File: config.mk
export PLATFORM = sky130hd
export DESIGN_NAME = ex_stage
export DESIGN_NICKNAME = d
export VERILOG_FILES = /design/src/rtl/ex_stage_pkg.sv /design/src/rtl/ex_alu.sv /design/src/rtl/ex_stage.sv
export SDC_FILE = /design/constraint.sdc
export NUM_CORES = 1
export LEC_CHECK = 0
export BUFFER_PORTS_ARGS = -buffer_cell sky130_fd_sc_hd__buf_2
export CORE_MARGIN = 2
export CORE_UTILIZATION = 53
export CTS_CLUSTER_DIAMETER = 60
export DETAILED_ROUTE_END_ITERATION = 6
export HOLD_SLACK_MARGIN = 0.08
export PLACE_DENSITY = 0.85
export SYNTH_ARGS = -nofsm -noshare
export SYNTH_HDL_FRONTEND = slang
export SYNTH_SLANG_ARGS = --single-unit
File: constraint.sdc
create_clock -name clk -period 8.38 [get_ports clk]
set_input_delay 2.514 -clock clk [delete_from_list [all_inputs] [get_ports clk]]
set_output_delay 2.514 -clock clk [all_outputs]
set_load 0.02 [all_outputs]
File: src/rtl/ex_stage_pkg.sv
// ----------------------------------------------------------------------------
// ex_stage_pkg
// Shared definitions for the RV32 execute stage.
//   - alu_op_e   : 5-bit ALUControl codes produced by the ALU control decoder.
//   - fwd_sel_e  : operand-select encodings used by the forwarding muxes.
//   - fwd_select : picks the operand source from the MEM / WB hit flags.
// ----------------------------------------------------------------------------
package ex_stage_pkg;

    // ALUControl codes; anything not listed here is treated like OPNULL by the ALU
    typedef enum logic [4:0] {
        OPADD  = 5'b00000,
        OPSUB  = 5'b00001,
        OPAND  = 5'b00010,
        OPOR   = 5'b00011,
        OPSLT  = 5'b00100,
        OPNULL = 5'b11111
    } alu_op_e;

    // Operand source for the forwarding muxes
    typedef enum logic [1:0] {
        FWD_RF  = 2'b00,
        FWD_WB  = 2'b01,
        FWD_MEM = 2'b10
    } fwd_sel_e;

    // MEM is the younger producer, so a MEM hit must beat a WB hit
    function automatic fwd_sel_e fwd_select(input logic mem_hit, input logic wb_hit);
        if (mem_hit) begin
            return FWD_MEM;
        end else if (wb_hit) begin
            return FWD_WB;
        end
        return FWD_RF;
    endfunction

endpackage

File: src/rtl/ex_alu.sv
// ----------------------------------------------------------------------------
// ex_alu
// Combinational ALU for the execute stage.
// Ports:
//   a, b        in  XLEN  operands
//   ALUControl  in  5     operation (alu_op_e)
//   result      out XLEN  operation result, mod 2^XLEN
//   zero        out 1     result == 0
// ----------------------------------------------------------------------------
module ex_alu
    import ex_stage_pkg::*;
#(
    parameter int XLEN = 32
) (
    input  logic [XLEN-1:0] a,
    input  logic [XLEN-1:0] b,
    input  logic [4:0]      ALUControl,
    output logic [XLEN-1:0] result,
    output logic            zero
);

    // Operation select; OPNULL and unknown codes deliberately produce 0
    always_comb begin
        result = '0;
        case (ALUControl)
            OPADD:   result = a + b;
            OPSUB:   result = a - b;
            OPAND:   result = a & b;
            OPOR:    result = a | b;
            OPSLT:   result = {{(XLEN-1){1'b0}}, ($signed(a) < $signed(b))};
            default: result = '0;
        endcase
    end

    assign zero = (result == '0);

endmodule

File: src/rtl/ex_stage.sv
// ----------------------------------------------------------------------------
// ex_stage
// Execute stage of the 5-stage RV32 pipeline: resolves rs1/rs2 forwarding,
// runs the ALU and registers the result plus pass-through controls into the
// EX/MEM pipeline register.
//
// Configuration macro: EX_FWD_EN
//   defined   -> rs1/rs2 forwarded from MEM (priority) or WB
//   undefined -> register-file data used directly; forwarding ports ignored
//
// Ports:
//   clk, rst_n                       clock, synchronous active-low reset
//   idex_valid, ex_stall, ex_flush   pipeline control
//   ALUControl, ALUSrc               ALU operation and operand-B select
//   rs1_data, rs2_data, imm          operand sources
//   rs1_addr, rs2_addr, rd_addr      register numbers
//   RegWrite, MemRead, MemWrite, MemToReg  controls for later stages
//   mem_rd, wb_rd, mem_regwrite, wb_regwrite, mem_fwd_data, wb_fwd_data
//                                    forwarding sources
//   exmem_*                          EX/MEM pipeline register outputs
//   ex_illegal_op                    one-cycle pulse for a squashed OPNULL
// ----------------------------------------------------------------------------
module ex_stage
    import ex_stage_pkg::*;
#(
    parameter int XLEN   = 32,
    parameter int REG_AW = 5
) (
    input  logic              clk,
    input  logic              rst_n,
    input  logic              idex_valid,
    input  logic              ex_stall,
    input  logic              ex_flush,
    input  logic [4:0]        ALUControl,
    input  logic              ALUSrc,
    input  logic [XLEN-1:0]   rs1_data,
    input  logic [XLEN-1:0]   rs2_data,
    input  logic [XLEN-1:0]   imm,
    input  logic [REG_AW-1:0] rs1_addr,
    input  logic [REG_AW-1:0] rs2_addr,
    input  logic [REG_AW-1:0] rd_addr,
    input  logic              RegWrite,
    input  logic              MemRead,
    input  logic              MemWrite,
    input  logic              MemToReg,
    input  logic [REG_AW-1:0] mem_rd,
    input  logic [REG_AW-1:0] wb_rd,
    input  logic              mem_regwrite,
    input  logic              wb_regwrite,
    input  logic [XLEN-1:0]   mem_fwd_data,
    input  logic [XLEN-1:0]   wb_fwd_data,
    output logic              exmem_valid,
    output logic [XLEN-1:0]   exmem_alu_result,
    output logic [XLEN-1:0]   exmem_store_data,
    output logic [REG_AW-1:0] exmem_rd,
    output logic              exmem_RegWrite,
    output logic              exmem_MemRead,
    output logic              exmem_MemWrite,
    output logic              exmem_MemToReg,
    output logic              exmem_zero,
    output logic              ex_illegal_op
);

    logic [XLEN-1:0] rs1_fwd;
    logic [XLEN-1:0] rs2_fwd;
    logic [XLEN-1:0] op_b;
    logic [XLEN-1:0] alu_result;
    logic            alu_zero;
    logic            is_null;
    logic            load_valid;

`ifdef EX_FWD_EN
    fwd_sel_e rs1_sel;
    fwd_sel_e rs2_sel;

    // x0 is never a real producer, so a match on register 0 must not forward
    assign rs1_sel = fwd_select(mem_regwrite && (mem_rd == rs1_addr) && (rs1_addr != '0),
                                wb_regwrite  && (wb_rd  == rs1_addr) && (rs1_addr != '0));
    assign rs2_sel = fwd_select(mem_regwrite && (mem_rd == rs2_addr) && (rs2_addr != '0),
                                wb_regwrite  && (wb_rd  == rs2_addr) && (rs2_addr != '0));

    // rs1 operand mux
    always_comb begin
        rs1_fwd = rs1_data;
        case (rs1_sel)
            FWD_MEM: rs1_fwd = mem_fwd_data;
            FWD_WB:  rs1_fwd = wb_fwd_data;
            default: rs1_fwd = rs1_data;
        endcase
    end

    // rs2 operand mux; also the source of store data
    always_comb begin
        rs2_fwd = rs2_data;
        case (rs2_sel)
            FWD_MEM: rs2_fwd = mem_fwd_data;
            FWD_WB:  rs2_fwd = wb_fwd_data;
            default: rs2_fwd = rs2_data;
        endcase
    end
`else
    logic fwd_unused;

    assign rs1_fwd = rs1_data;
    assign rs2_fwd = rs2_data;

    // Forwarding ports stay in the interface but have no effect in this build
    assign fwd_unused = ^{rs1_addr, rs2_addr, mem_rd, wb_rd, mem_regwrite,
                          wb_regwrite, mem_fwd_data, wb_fwd_data};
`endif

    assign op_b = ALUSrc ? imm : rs2_fwd;

    ex_alu #(
        .XLEN(XLEN)
    ) u_alu (
        .a          (rs1_fwd),
        .b          (op_b),
        .ALUControl (ALUControl),
        .result     (alu_result),
        .zero       (alu_zero)
    );

    // A valid OPNULL is squashed into a bubble but reported once
    assign is_null    = (ALUControl == OPNULL);
    assign load_valid = idex_valid && !is_null;

    // EX/MEM register: reset > flush > stall > load.
    // Bubbles clear valid, controls and zero; data fields follow the datapath.
    always_ff @(posedge clk) begin
        if (!rst_n) begin
            exmem_valid      <= 1'b0;
            exmem_alu_result <= '0;
            exmem_store_data <= '0;
            exmem_rd         <= '0;
            exmem_RegWrite   <= 1'b0;
            exmem_MemRead    <= 1'b0;
            exmem_MemWrite   <= 1'b0;
            exmem_MemToReg   <= 1'b0;
            exmem_zero       <= 1'b0;
            ex_illegal_op    <= 1'b0;
        end else if (ex_flush) begin
            exmem_valid      <= 1'b0;
            exmem_alu_result <= '0;
            exmem_store_data <= '0;
            exmem_rd         <= '0;
            exmem_RegWrite   <= 1'b0;
            exmem_MemRead    <= 1'b0;
            exmem_MemWrite   <= 1'b0;
            exmem_MemToReg   <= 1'b0;
            exmem_zero       <= 1'b0;
            ex_illegal_op    <= 1'b0;
        end else if (ex_stall) begin
            ex_illegal_op    <= 1'b0;
        end else begin
            exmem_valid      <= load_valid;
            exmem_alu_result <= alu_result;
            exmem_store_data <= rs2_fwd;
            exmem_rd         <= rd_addr;
            exmem_RegWrite   <= load_valid && RegWrite;
            exmem_MemRead    <= load_valid && MemRead;
            exmem_MemWrite   <= load_valid && MemWrite;
            exmem_MemToReg   <= load_valid && MemToReg;
            exmem_zero       <= load_valid && alu_zero;
            ex_illegal_op    <= idex_valid && is_null;
        end
    end

endmodule

# Word level (Yosys, flattened, before mapping)
# Cells that the tools add are included.
totals:
  regBits: 76
  latch_bits: 0
  mem_bits_rw: 0
  rom_bits: 0
  inputBits: 202
  out_inout_bits: 76
  elab_cells: 35
  n_memories: 0
classes:
  addsub: 2
  mul: 0
  div_mod_pow: 0
  order_cmp: 1
  eq_ne: 5
  shift: 0
  mux: 2
  bitwise: 3
  reduce_logical: 12
op_table:
  columns: ["operator", "n"]
  rows:
  - ["one-hot mux 32 bit (5 select lines)", 1]
  - ["adder 32 bit", 1]
  - ["bitwise AND 32 bit", 1]
  - ["zero test 32 bit", 1]
  - ["less-than comparator 32 bit", 1]
  - ["two-way mux 32 bit", 1]
  - ["OR 32 bit", 1]
  - ["subtractor 32 bit", 1]
  - ["equality test 5 x 2 -> 1 bit, second input constant", 2]
  - ["logical AND 1 bit", 7]
  - ["equality test 5 x 1 -> 1 bit, second input constant", 1]
  - ["equality test 5 x 3 -> 1 bit, second input constant", 1]
  - ["equality test 5 bit, second input constant", 1]
  - ["zero test 5 bit", 1]
  - ["OR reduction 3 bit", 1]
  - ["OR reduction 2 bit", 1]
  - ["zero test 1 bit", 1]
  - ["NOT 1 bit", 1]

# Longest topological paths before layout
# Gate-level depths: netlist of the first run.
depth:
  depth_word: 5
  depth_mapped: 19
  depth_no_buf: 17

# By module
# Synthesis of the first run repeated with hierarchy kept, for this count alone.
hier_totals:
  hier_cells: 1088
  hier_area_um2: 8533.2
modules_own_cells:
  columns: ["module", "instances", "cells_each", "area_each_um2", "seq_area_each_um2"]
  rows:
  - ["ex_alu", 1, 797, 5378.9, 0.0]
  - ["ex_stage", 1, 291, 3154.3, 1521.5]

# Least setup slack after synthesis of the first run
# No wires, ideal clock.
synth_timing:
  kind: "input to register"
  from: "in ALUSrc"
  to: "reg exmem_zero"
  setup_time_ns: 0.084
  arrival_ns: 7.081
  required_time_ns: 8.296
  path_slack_ns: 1.214
  stages: 18
  path_buffers: 2
  cell_sequence: "clkbuf_1 > buf_1 > mux2i_1 > inv_1 > ha_1 > fa_1 > o21ba_1 > or4_1 > a21oi_2 > a311oi_1 > o31ai_2 > a21oi_1 > o22a_1 > or4_1 > nor4b_2 > nand3_1 > or4_1 > o31ai_2"
synth_via:
  elab_chain_cells: 5
  elab_cells_between_ends: 9
  cone_classes: "add/sub (2); order compare (1); mux (2); bitwise (2); reduce/logical (2)"
synth_rtl:
  columns: ["item", "line", "rtl"]
  rows:
  - ["start: declaration", "ex_stage.sv:35", "input logic ALUSrc,"]
  - ["two-way mux 32 bit *", "ex_stage.sv:112", "assign op_b = ALUSrc ? imm : rs2_fwd;"]
  - ["subtractor 32 bit (tied with other cells)", "ex_alu.sv:27", "OPSUB: result = a - b;"]
  - ["one-hot mux 32 bit (5 select lines) *", "ex_alu.sv:25", "case (ALUControl)"]
  - ["zero test 32 bit *", "ex_alu.sv:35", "assign zero = (result == '0);"]
  - ["logical AND 1 bit *", "ex_stage.sv:164", "exmem_zero <= load_valid && alu_zero;"]
  - ["end signal: assignment", "ex_stage.sv:164", null]
  - ["end: declaration", "ex_stage.sv:60", "output logic exmem_zero,"]
# Mark *: on every way between the ends. The rest lies on a longest branch, timed or not.
# A chain may end at the register's enable or synchronous reset.

# Worst setup path in the final report of the first run
# Ends and elaborated chain as after synthesis.

==> summary.md, run 1 <==
| Metric | Value |
|---|---|
| Run status | `finished, final reports clean` |
| Post-DRT Antenna Nets | `0` |
| CTS clk-pin slew, worst paths | `0.07 ns` |
| Post-synthesis cell count | `1,123` |
| Initial antenna violation count | `0` |
| Most common cell after layout, fill and taps aside | `buf_2` |
| Ys Warns | `0` |
| CP Class | `primary input to register` |
| Cts bufs inserted | `9` |
| Detailed Place HPWL | `21,330 um` |
| TritonCTS clock tree | `done` |
| Via count | `9,180` |
| Final WL | `28,120 um` |
| Largest net degree at the start of global routing | `73` |
| Min-Delay Path Class | `register to register` |
| CP bufs+invs | `2` |
| TritonRoute pass-1 iters | `5` |
| Clk_skew | `0 ns` |
| Min Tclk post-route | `7.376 ns` |
| Power per cell area | `135.1 nW/um2` |
| Crit path cell chain | `buf_2 > mux2i_1 > inv_1 > ha_1 > fa_1 > o21ba_1 > or4_1 > a21oi_2 > a311oi_1 > o31ai_2 > a21oi_1 > o22a_1 > or4_1 > nor4b_2 > nand3_1 > or4_1 > o31ai_2` |
| Max VDD drop | `0.1067 mV` |
| Count of cell types in the netlist | `78` |
| Die area | `16,800 um2` |
| Starting Density | `54.61%` |
| Max Clk Rate | `0.1356 GHz` |
| Global-route wire length before repair | `43,860 um` |
| Initial DRC count | `1,089` |
| Final Hold Viols | `0` |
| Post-synth EDFFs | `0` |
| Site row count | `45` |
| Area grow syn2layout | `16.40%` |
| Leakage power | `4.777 nW` |
| Die Span Y | `129.6 um` |
| Startpoint types | `primary input` |
| Root Buffer | `clkbuf_16` |
| PortBufs | `191` |
| Yosys reg bits | `76` |
| Mean Syn Cell Area | `7.447 um2` |
| Synth Cell Area | `8363 um2` |
| CP peak stage delay | `0.58 ns` |
| CP most frequent cell | `or4_1` |
| Sequential area share after synthesis | `18.19%` |
| CTS H-tree depth | `3` |
| Core area | `15,310 um2` |
| CTS sink count | `76` |
| Final Cycle Share | `88.02%` |
| Post-synth ARST share | `0%` |
| Post-CTS Setup Bufs | `0` |
| Slew Viols, Final | `0` |
| GR Util All Layers | `32.85%` |
| MaxCap Viol Count | `0` |
| Ys flop type | `dfxtp_1` |
| Vias in the first global route | `8,647` |
| Placed cell area | `9444 um2` |
| Layout Utilization | `63.56%` |
| Critical path's top delay family | `simple AND/OR/NAND/NOR gates` |
| GRT Residual Overflow | `0` |
| Worst-Skew Late Latency | `0.35 ns` |
| Commonest non-fill, non-tap cells in the layout | `190 x buf_2, 145 x nor2_1, 104 x ha_1` |
| Critical path data arrival time | `7.64 ns` |
| Post-route cell area | `9734 um2` |
| Share of cells above drive strength 1 | `19.12%` |
| DIE WIDTH | `129.6 um` |
| Worst EP required | `8.65 ns` |
| GP Congestion | `0.9880` |
| Ant. Diodes | `0` |
| Worst-path fanout max | `15` |
| Setup TNS | `0 ns` |
| Vias per Instance | `6.174` |
| Syn_nets | `1,431` |
| Final setup vio count | `0` |
| WL/cell | `18.91 um` |
| Critical Path End Type | `register` |
| Hold-fix buffers at CTS | `0` |
| Worst Tran Pin Value | `0.7737 ns` |
| Drt drc | `0` |
| CTS max path bufs | `2` |
| Final nets | `1,580` |
| Crit-path slowest cell | `or4_1` |
| RSZ-0062 raised after global routing | `no` |
| # IOs | `278` |
| Cts repair resizes | `0` |
| Slew HR | `47.77%` |
report_power, final:
part / internal (mW) / switching (mW) / leakage (nW)
Sequential: 0.371 / 0.00501 / 0.617
Clock: 0.230 / 0.175 / 0.142
Combinational: 0.195 / 0.340 / 4.02
Total: 0.796 / 0.519 / 4.78
area by class of cell:
| cell class | instances | area, um2 |
|---|---|---|
| inverter | 103 | 386.6 |
| timing repair buffer | 203 | 1049 |
| tap | 211 | 264.0 |
| multi-input combinational | 879 | 6223 |
| clock buffer | 9 | 225.2 |
| clock inverter | 6 | 65.06 |
| sequential | 76 | 1521 |
| fill | 1366 | 5580 |
stage by stage:
| stage | power (mW) | hold WS (ns) | setup WS [ns] | instances |
|---|---|---|---|---|
| after floorplan | 0.7524 | 0.5407 | 1.214 | 1123 |
| after global placement | 0.8951 | 0.4486 | 0.7560 | 1472 |
| after detailed placement | 0.9012 | 0.4528 | 0.7505 | 1472 |
| after CTS | 1.304 | 0.4632 | 1.090 | 1487 |
| after global routing | 1.378 | 0.4824 | 0.7593 | 1487 |
| final | 1.315 | 0.4630 | 1.004 | 1487 |
synth_stat cells, drive strengths merged, types with 7 or more instances:
master   count  area (um2)
nor4        18       118.9
o311ai       8       70.07
nor2       146       548.0
o211ai      11       82.58
nor3        16       80.08
buf         14       62.56
or4         10       75.07
nand2       81       304.0
o21bai       8       60.06
and3         8       50.05
o31ai       14       115.1
o21ai       53       269.0
inv        102       382.9
clkbuf      51       191.4
a22oi        8       60.06
xnor2       19       166.4
ha         104        1301
o2111ai      7       61.31
a31oi        9       56.30
o21a         9       67.56
a221oi      11       102.6
a21oi       86       434.2
a21o        11       82.58
nand2b      12       75.07
nand3       19       95.09
nor2b       12       75.07
mux2i       80       800.8
a211oi      16       125.1
dfxtp       76        1521
sequential cells by signal, indices dropped and copies added (netlist names):
register,flops
exmem_store_data,32
exmem_MemWrite,1
exmem_rd,5
exmem_alu_result,32
exmem_MemRead,1
exmem_valid,1
exmem_MemToReg,1
exmem_RegWrite,1
exmem_zero,1
ex_illegal_op,1
final timing paths:
check                                           end  depth (start not counted)                         startpoint  slack (ns)
setup reg to reg  exmem_alu_result[15]$_SDFFE_PP0N_                          2  exmem_alu_result[15]$_SDFFE_PP0N_        7.63
hold / removal    exmem_alu_result[17]$_SDFFE_PP0N_                          2  exmem_alu_result[17]$_SDFFE_PP0N_        0.46
setup / recovery            exmem_zero$_SDFFE_PP0N_                         17                             ALUSrc        1.00
hold reg to reg   exmem_alu_result[17]$_SDFFE_PP0N_                          2  exmem_alu_result[17]$_SDFFE_PP0N_        0.46
logic make-up (layout without fill, tap and decap cells):
family | after synthesis | in the layout | share of synthesized area, %
muxes | 80 | 80 | 9.575
buffers and inverters | 168 | 321 | 7.660
adders and majority gates | 106 | 106 | 16.04
DFF | 76 | 76 | 18.19
AOI/OAI and AO/OA | 309 | 309 | 25.51
and+or+nand+nor | 363 | 363 | 20.83
xor gates and xnor gates | 21 | 21 | 2.199
layer usage:
metal / global-route usage (%) / vias up / part of all wire (%)
li1: - / 4310 / -
met1: 42.93 / 4261 / 41
met2: 53.80 / 509 / 46
met3: 4.129 / 100 / 8.2
met4: 15.62 / 0 / 4.5
met5: 0 / - / 0
tightest hold or removal path, stage by stage (launching register included):
cell and delay (ns):
dfxtp_1 0.31, nand2_1 0.06, a21oi_1 0.05
(Power assumes the default switching activity.)
==> run 2, diff against run 1 <==
--- a/config.mk
+++ b/config.mk
@@ -7,11 +7,11 @@
 export LEC_CHECK = 0
 export BUFFER_PORTS_ARGS = -buffer_cell sky130_fd_sc_hd__buf_2
 export CORE_MARGIN = 2
-export CORE_UTILIZATION = 53
+export CORE_UTILIZATION = 48
 export CTS_CLUSTER_DIAMETER = 60
 export DETAILED_ROUTE_END_ITERATION = 6
 export HOLD_SLACK_MARGIN = 0.08
-export PLACE_DENSITY = 0.85
+export PLACE_DENSITY = 0.82
 export SYNTH_ARGS = -nofsm -noshare
 export SYNTH_HDL_FRONTEND = slang
 export SYNTH_SLANG_ARGS = --single-unit
==> constraint.sdc (replaced) <==
create_clock -name clk -period 6.6 [get_ports clk]
set_input_delay 1.98 -clock clk [delete_from_list [all_inputs] [get_ports clk]]
set_output_delay 1.98 -clock clk [all_outputs]
set_load 0.02 [all_outputs]
==> run 2 against run 1 <==
  * Clock skew unchanged
  * Cell count increased by 7.5%
  * Highest routed layer unchanged
  * Register-to-register slack got worse by 1.8 ns
  * Sequential share of layout area decreased by 1.1 points
  * Largest power group unchanged
  * Hold slack got worse by 0.0042 ns
  * Critical endpoint unchanged
  * Design area increased by 7.8%
  * Routed wire length increased by 6.3%
  * Largest cell class unchanged
  * Flip-flop and latch count unchanged
==> summary.md, run 2 (synthesis results as in run 1) <==
| Metric | Value |
|---|---|
| CP bufs+invs | `3` |
| Max Clk Rate | `0.1555 GHz` |
| Hold-fix buffers at CTS | `0` |
| Detailed Place HPWL | `23,640 um` |
| Final Hold Viols | `0` |
| Min Tclk post-route | `6.431 ns` |
| Most common cell after layout, fill and taps aside | `buf_2` |
| Starting Density | `48.69%` |
| Area grow syn2layout | `25.51%` |
| MaxCap Viol Count | `0` |
| Critical Path End Type | `register` |
| Vias per Instance | `5.957` |
| Hold path depth | `2` |
| Vias in the first global route | `8,991` |
| Final nets | `1,676` |
| Max VDD drop | `0.1324 mV` |
| GR Util All Layers | `31.56%` |
| Worst-path fanout max | `3` |
| Worst EP required | `6.87 ns` |
| FF-to-FF path depth | `2` |
| CP Class | `primary input to register` |
| Min-Delay Path Class | `register to register` |
| CTS sink count | `76` |
| WL/cell | `18.70 um` |
| Initial antenna violation count | `1` |
| Core area | `17,180 um2` |
| Drt drc | `0` |
| Final setup vio count | `0` |
| Worst Tran Pin Value | `0.8636 ns` |
| Commonest non-fill, non-tap cells in the layout | `190 x buf_2, 145 x nor2_1, 108 x buf_4` |
| Critical path data arrival time | `6.70 ns` |
| Die Span Y | `136.0 um` |
| Via count | `9,520` |
| Non-Filler Instances | `1,598` |
| CTS max path bufs | `2` |
| Setup TNS | `0 ns` |
| Leakage power | `5.246 nW` |
| CTS H-tree depth | `3` |
| Final Cycle Share | `97.43%` |
| Cts repair resizes | `0` |
| PortBufs | `191` |
| Largest net degree at the start of global routing | `54` |
| Fillcell total | `1,593` |
| TritonRoute pass-1 iters | `7` |
| CP Depth | `18` |
| Power per cell area | `169.6 nW/um2` |
| Clk_skew | `0 ns` |
| Crit-path slowest cell | `or4_1` |
| Slew HR | `42.21%` |
| Crit path cell chain | `buf_2 > mux2i_1 > inv_1 > ha_1 > fa_1 > o21ba_1 > or4_1 > a21oi_2 > buf_4 > nor4_1 > and4b_1 > o21ai_0 > nand4bb_1 > or4_1 > nor4b_2 > nand3_1 > or4_1 > o31ai_2` |
| CP peak stage delay | `0.56 ns` |
| Global-route wire length before repair | `46,180 um` |
| Die area | `18,490 um2` |
| CTS clk-pin slew, worst paths | `0.06 ns` |
| Share of cells above drive strength 1 | `24.78%` |
| Worst-Skew Late Latency | `0.35 ns` |
| GP Congestion | `0.9864` |
| Critical path's top delay family | `simple AND/OR/NAND/NOR gates` |
| Biggest regs | `exmem_alu_result (32), exmem_store_data (32), exmem_rd (5)` |
| Cts bufs inserted | `9` |
| Post-DRT Antenna Nets | `0` |
| Run status | `finished, final reports clean` |
| # IOs | `278` |
| Root Buffer | `clkbuf_16` |
| Placed cells | `1,582` |
| CP most frequent cell | `or4_1` |
| Post-CTS Setup Bufs | `0` |
| Initial DRC count | `1,004` |
| Final Power | `1.780 mW` |
| TritonCTS clock tree | `done` |
| Final WL | `29,890 um` |
| Slew Viols, Final | `0` |
| RSZ-0062 raised after global routing | `no` |
| DIE WIDTH | `136.0 um` |
| Site row count | `48` |
| GRT Residual Overflow | `0` |
| Startpoint types | `primary input` |
## run 2: cell count changes in the layout (fill, tap and decap cells not counted), sizes merged
cell and delta:
buf +96, clkbuf +1, clkinv -1, diode +1
## run 2: area by class of cell
| class | instances | area, um2 | area share (%) |
|---|---|---|---|
| multi-input combinational | 879 | 6223 | 59.29 |
| antenna | 1 | 2.502 | 0.02384 |
| clock buffer | 10 | 239.0 | 2.277 |
| inverter | 103 | 386.6 | 3.683 |
| tap | 225 | 281.5 | 2.682 |
| sequential | 76 | 1521 | 14.50 |
| timing repair buffer | 299 | 1782 | 16.97 |
| clock inverter | 5 | 60.06 | 0.5722 |
## run 2: worst paths after layout
path / from / to / slack, ns
worst max-delay path: ALUSrc / exmem_zero$_SDFFE_PP0N_ / 0.17
worst max register to register: exmem_alu_result[15]$_SDFFE_PP0N_ / exmem_alu_result[15]$_SDFFE_PP0N_ / 5.84
worst min register to register: exmem_alu_result[4]$_SDFFE_PP0N_ / exmem_alu_result[4]$_SDFFE_PP0N_ / 0.46
worst min-delay path: exmem_alu_result[4]$_SDFFE_PP0N_ / exmem_alu_result[4]$_SDFFE_PP0N_ / 0.46
## run 2: worst reg2reg max path: cells and delay by family (launching register included)
kind            cells  cell delay [ns]
simple gates        1             0.15
flops               1             0.35
compound gates      1             0.15
## run 2: routing by layer
metal / up-vias / part of all wire (%) / track usage (%)
li1: 4521 / - / -
met1: 4389 / 41 / 38.96
met2: 503 / 46 / 53.14
met3: 107 / 8.0 / 5.481
met4: 0 / 4.9 / 15.16
met5: - / 0 / 0
## run 2: power by group
group | internal [mW] | leakage, nW | switching, mW
Clock | 0.303 | 0.145 | 0.228
Sequential | 0.471 | 0.617 | 0.00588
Combinational | 0.316 | 4.48 | 0.456
## run 2: metrics by stage
stage / hold slack [ns] / worst slack [ns] / cell area [um2] / utilization (%)
after floorplan: 0.5407 / 0.04991 / 8364 / -
after global placement: 0.4488 / -0.07300 / 10190 / 59.35
after detailed placement: 0.4493 / -0.1021 / 10190 / 59.35
after CTS: 0.4589 / 0.2421 / 10490 / 61.09
after global routing: 0.4764 / 0.01323 / 10490 / 61.09
final: 0.4587 / 0.1693 / 10500 / 61.11
==> run 3, diff against run 2 <==
--- a/config.mk
+++ b/config.mk
@@ -5,13 +5,13 @@
 export SDC_FILE = /design/constraint.sdc
 export NUM_CORES = 1
 export LEC_CHECK = 0
-export BUFFER_PORTS_ARGS = -buffer_cell sky130_fd_sc_hd__buf_2
 export CORE_MARGIN = 2
-export CORE_UTILIZATION = 48
+export CORE_UTILIZATION = 60
 export CTS_CLUSTER_DIAMETER = 60
 export DETAILED_ROUTE_END_ITERATION = 6
+export DONT_BUFFER_PORTS = 1
 export HOLD_SLACK_MARGIN = 0.08
-export PLACE_DENSITY = 0.82
+export PLACE_DENSITY = 0.8
 export SYNTH_ARGS = -nofsm -noshare
 export SYNTH_HDL_FRONTEND = slang
 export SYNTH_SLANG_ARGS = --single-unit
==> run 3 against run 2 <==
  * Routed wire length fell by 11%
  * Die area fell by 19%
  * Largest cell class unchanged
  * Sequential share of layout area rose by 2.8 points
  * Critical path type unchanged
  * Utilization rose by 2.6 points
  * First-iteration DRC count rose by 5.4%
  * Setup slack improved by 0.25 ns
==> summary.md, run 3 (synthesis results as in run 1) <==
| Metric | Value |
|---|---|
| Worst Tran Pin Value | `0.9936 ns` |
| Run status | `finished, final reports clean` |
| Crit Reg-Reg Endpoint | `exmem_alu_result[31]$_SDFFE_PP0N_` |
| CTS max path bufs | `2` |
| Critical Path End Type | `register` |
| GP Congestion | `0.9908` |
| Vias in the first global route | `7,864` |
| PortBufs | `0` |
| CP most frequent cell | `or4_1` |
| Share of cells above drive strength 1 | `5.408%` |
| Detailed Place HPWL | `19,940 um` |
| Post-CTS Setup Bufs | `0` |
| Final Cycle Share | `93.69%` |
| Initial DRC count | `1,058` |
| Final Hold Viols | `0` |
| Site row count | `43` |
| Critical path data arrival time | `6.46 ns` |
| Max Clk Rate | `0.1617 GHz` |
| TritonRoute pass-1 iters | `5` |
| Worst-path fanout max | `32` |
| Post-DRT Antenna Nets | `0` |
| Leakage power | `3.933 nW` |
| Final WL | `26,510 um` |
| CTS sink count | `76` |
| Crit path cell chain | `mux2i_1 > inv_1 > ha_1 > fa_1 > o21ba_1 > or4_1 > a21oi_2 > a311oi_1 > o31ai_2 > a21oi_1 > o22a_1 > or4_1 > nor4b_2 > nand3_1 > or4_1 > o31ai_2` |
| Post-route cell area | `8781 um2` |
| Final WS setup | `0.4166 ns` |
| Hold-fix buffers at CTS | `0` |
| Final hold slack | `0.5735 ns` |
| Die Span Y | `122.1 um` |
| Final Power | `1.602 mW` |
| Startpoint types | `primary input` |
| Hold EP | `exmem_alu_result[1]$_SDFFE_PP0N_` |
| Cts repair resizes | `0` |
| R2R setup slack | `5.74 ns` |
| CP peak stage delay | `0.56 ns` |
| Commonest non-fill, non-tap cells in the layout | `145 x nor2_1, 104 x ha_1, 99 x inv_1` |
| Setup TNS | `0 ns` |
| Root Buffer | `clkbuf_16` |
| GRT Residual Overflow | `0` |
| RSZ-0062 raised after global routing | `no` |
| Hold path depth | `2` |
| Final setup vio count | `0` |
| Global-route wire length before repair | `40,520 um` |
| FF-to-FF path depth | `2` |
| Hold Crit Start | `exmem_alu_result[1]$_SDFFE_PP0N_` |
| Core area | `13,770 um2` |
| Initial antenna violation count | `0` |
| GR Util All Layers | `34.66%` |
| Placed cell area | `8492 um2` |
| Starting Density | `60.72%` |
| Largest net degree at the start of global routing | `83` |
| MaxCap Viol Count | `0` |
| Die area | `14,900 um2` |
| Slew HR | `33.69%` |
| Drt drc | `0` |
| CP bufs+invs | `1` |
| Worst slack, placed | `0.1273 ns` |
| Vias per Instance | `6.701` |
| FF-to-FF Start | `exmem_alu_result[31]$_SDFFE_PP0N_` |
| Crit-path slowest cell | `or4_1` |
| Min-Delay Path Class | `register to register` |
| Area grow syn2layout | `4.997%` |
| Max VDD drop | `0.1257 mV` |
| Slew Viols, Final | `0` |
| Cts bufs inserted | `9` |
| DIE WIDTH | `122.1 um` |
| Most common cell after layout, fill and taps aside | `nor2_1` |
| Clk_skew | `0 ns` |
| WL/cell | `20.85 um` |
| CTS H-tree depth | `3` |
| Min Tclk post-route | `6.183 ns` |
| Final nets | `1,395` |
| Ant. Diodes | `0` |
| Worst EP required | `6.87 ns` |
| Biggest regs | `exmem_alu_result (32), exmem_store_data (32), exmem_rd (5)` |
| CP Class | `primary input to register` |
| TritonCTS clock tree | `done` |
| CTS clk-pin slew, worst paths | `0.06 ns` |
| Critical path's top delay family | `simple AND/OR/NAND/NOR gates` |
| Power per cell area | `182.4 nW/um2` |
| Worst-Skew Late Latency | `0.35 ns` |
| Via count | `8,517` |
| # IOs | `278` |
run 3: worst reg2reg max path: stages, from the launching register on:
cell and delay, ns:
dfxtp_1 0.47, nor2_1 0.07, a211oi_1 0.22
run 3: final cells by class:
class | instances | area [um2]
flip-flops and latches | 76 | 1521
well taps | 180 | 225.2
clock inverters | 6 | 63.81
multi-input cells | 879 | 6223
clock buffers | 9 | 225.2
repair buffers | 18 | 135.1
fillers | 1280 | 4992
inverters | 103 | 386.6
run 3: worst max path at each step:
stage / start / endpoint / slack, ns / cells past startpoint
2_1_floorplan: ALUSrc / exmem_zero$_SDFFE_PP0N_ / 0.05 / 17
3_3_place_gp: ALUSrc / exmem_zero$_SDFFE_PP0N_ / 0.16 / 16
5_1_grt: ALUSrc / exmem_zero$_SDFFE_PP0N_ / 0.26 / 16
6_report: ALUSrc / exmem_zero$_SDFFE_PP0N_ / 0.42 / 16
3_5_place_dp: ALUSrc / exmem_zero$_SDFFE_PP0N_ / 0.13 / 16
4_1_cts: ALUSrc / exmem_zero$_SDFFE_PP0N_ / 0.49 / 16
run 3: through the flow:
stage	util (%)	instances
final	63.75	1271
after floorplan	-	1123
after global routing	63.75	1271
after CTS	63.75	1271
after global placement	61.66	1256
after detailed placement	61.66	1256
run 3: where the power goes:
| part | switching (mW) | internal, mW |
|---|---|---|
| Sequential | 0.0238 | 0.471 |
| Clock | 0.223 | 0.291 |
| Combinational | 0.371 | 0.222 |
| Total | 0.618 | 0.984 |
run 3: routing by layer:
| layer | track usage, % | wire, um |
|---|---|---|
| met1 | 44.39 | 10740 |
| met2 | 55.20 | 12060 |
| met3 | 6.554 | 2492 |
| met4 | 18.18 | 1218 |
| met5 | 0 | 0 |
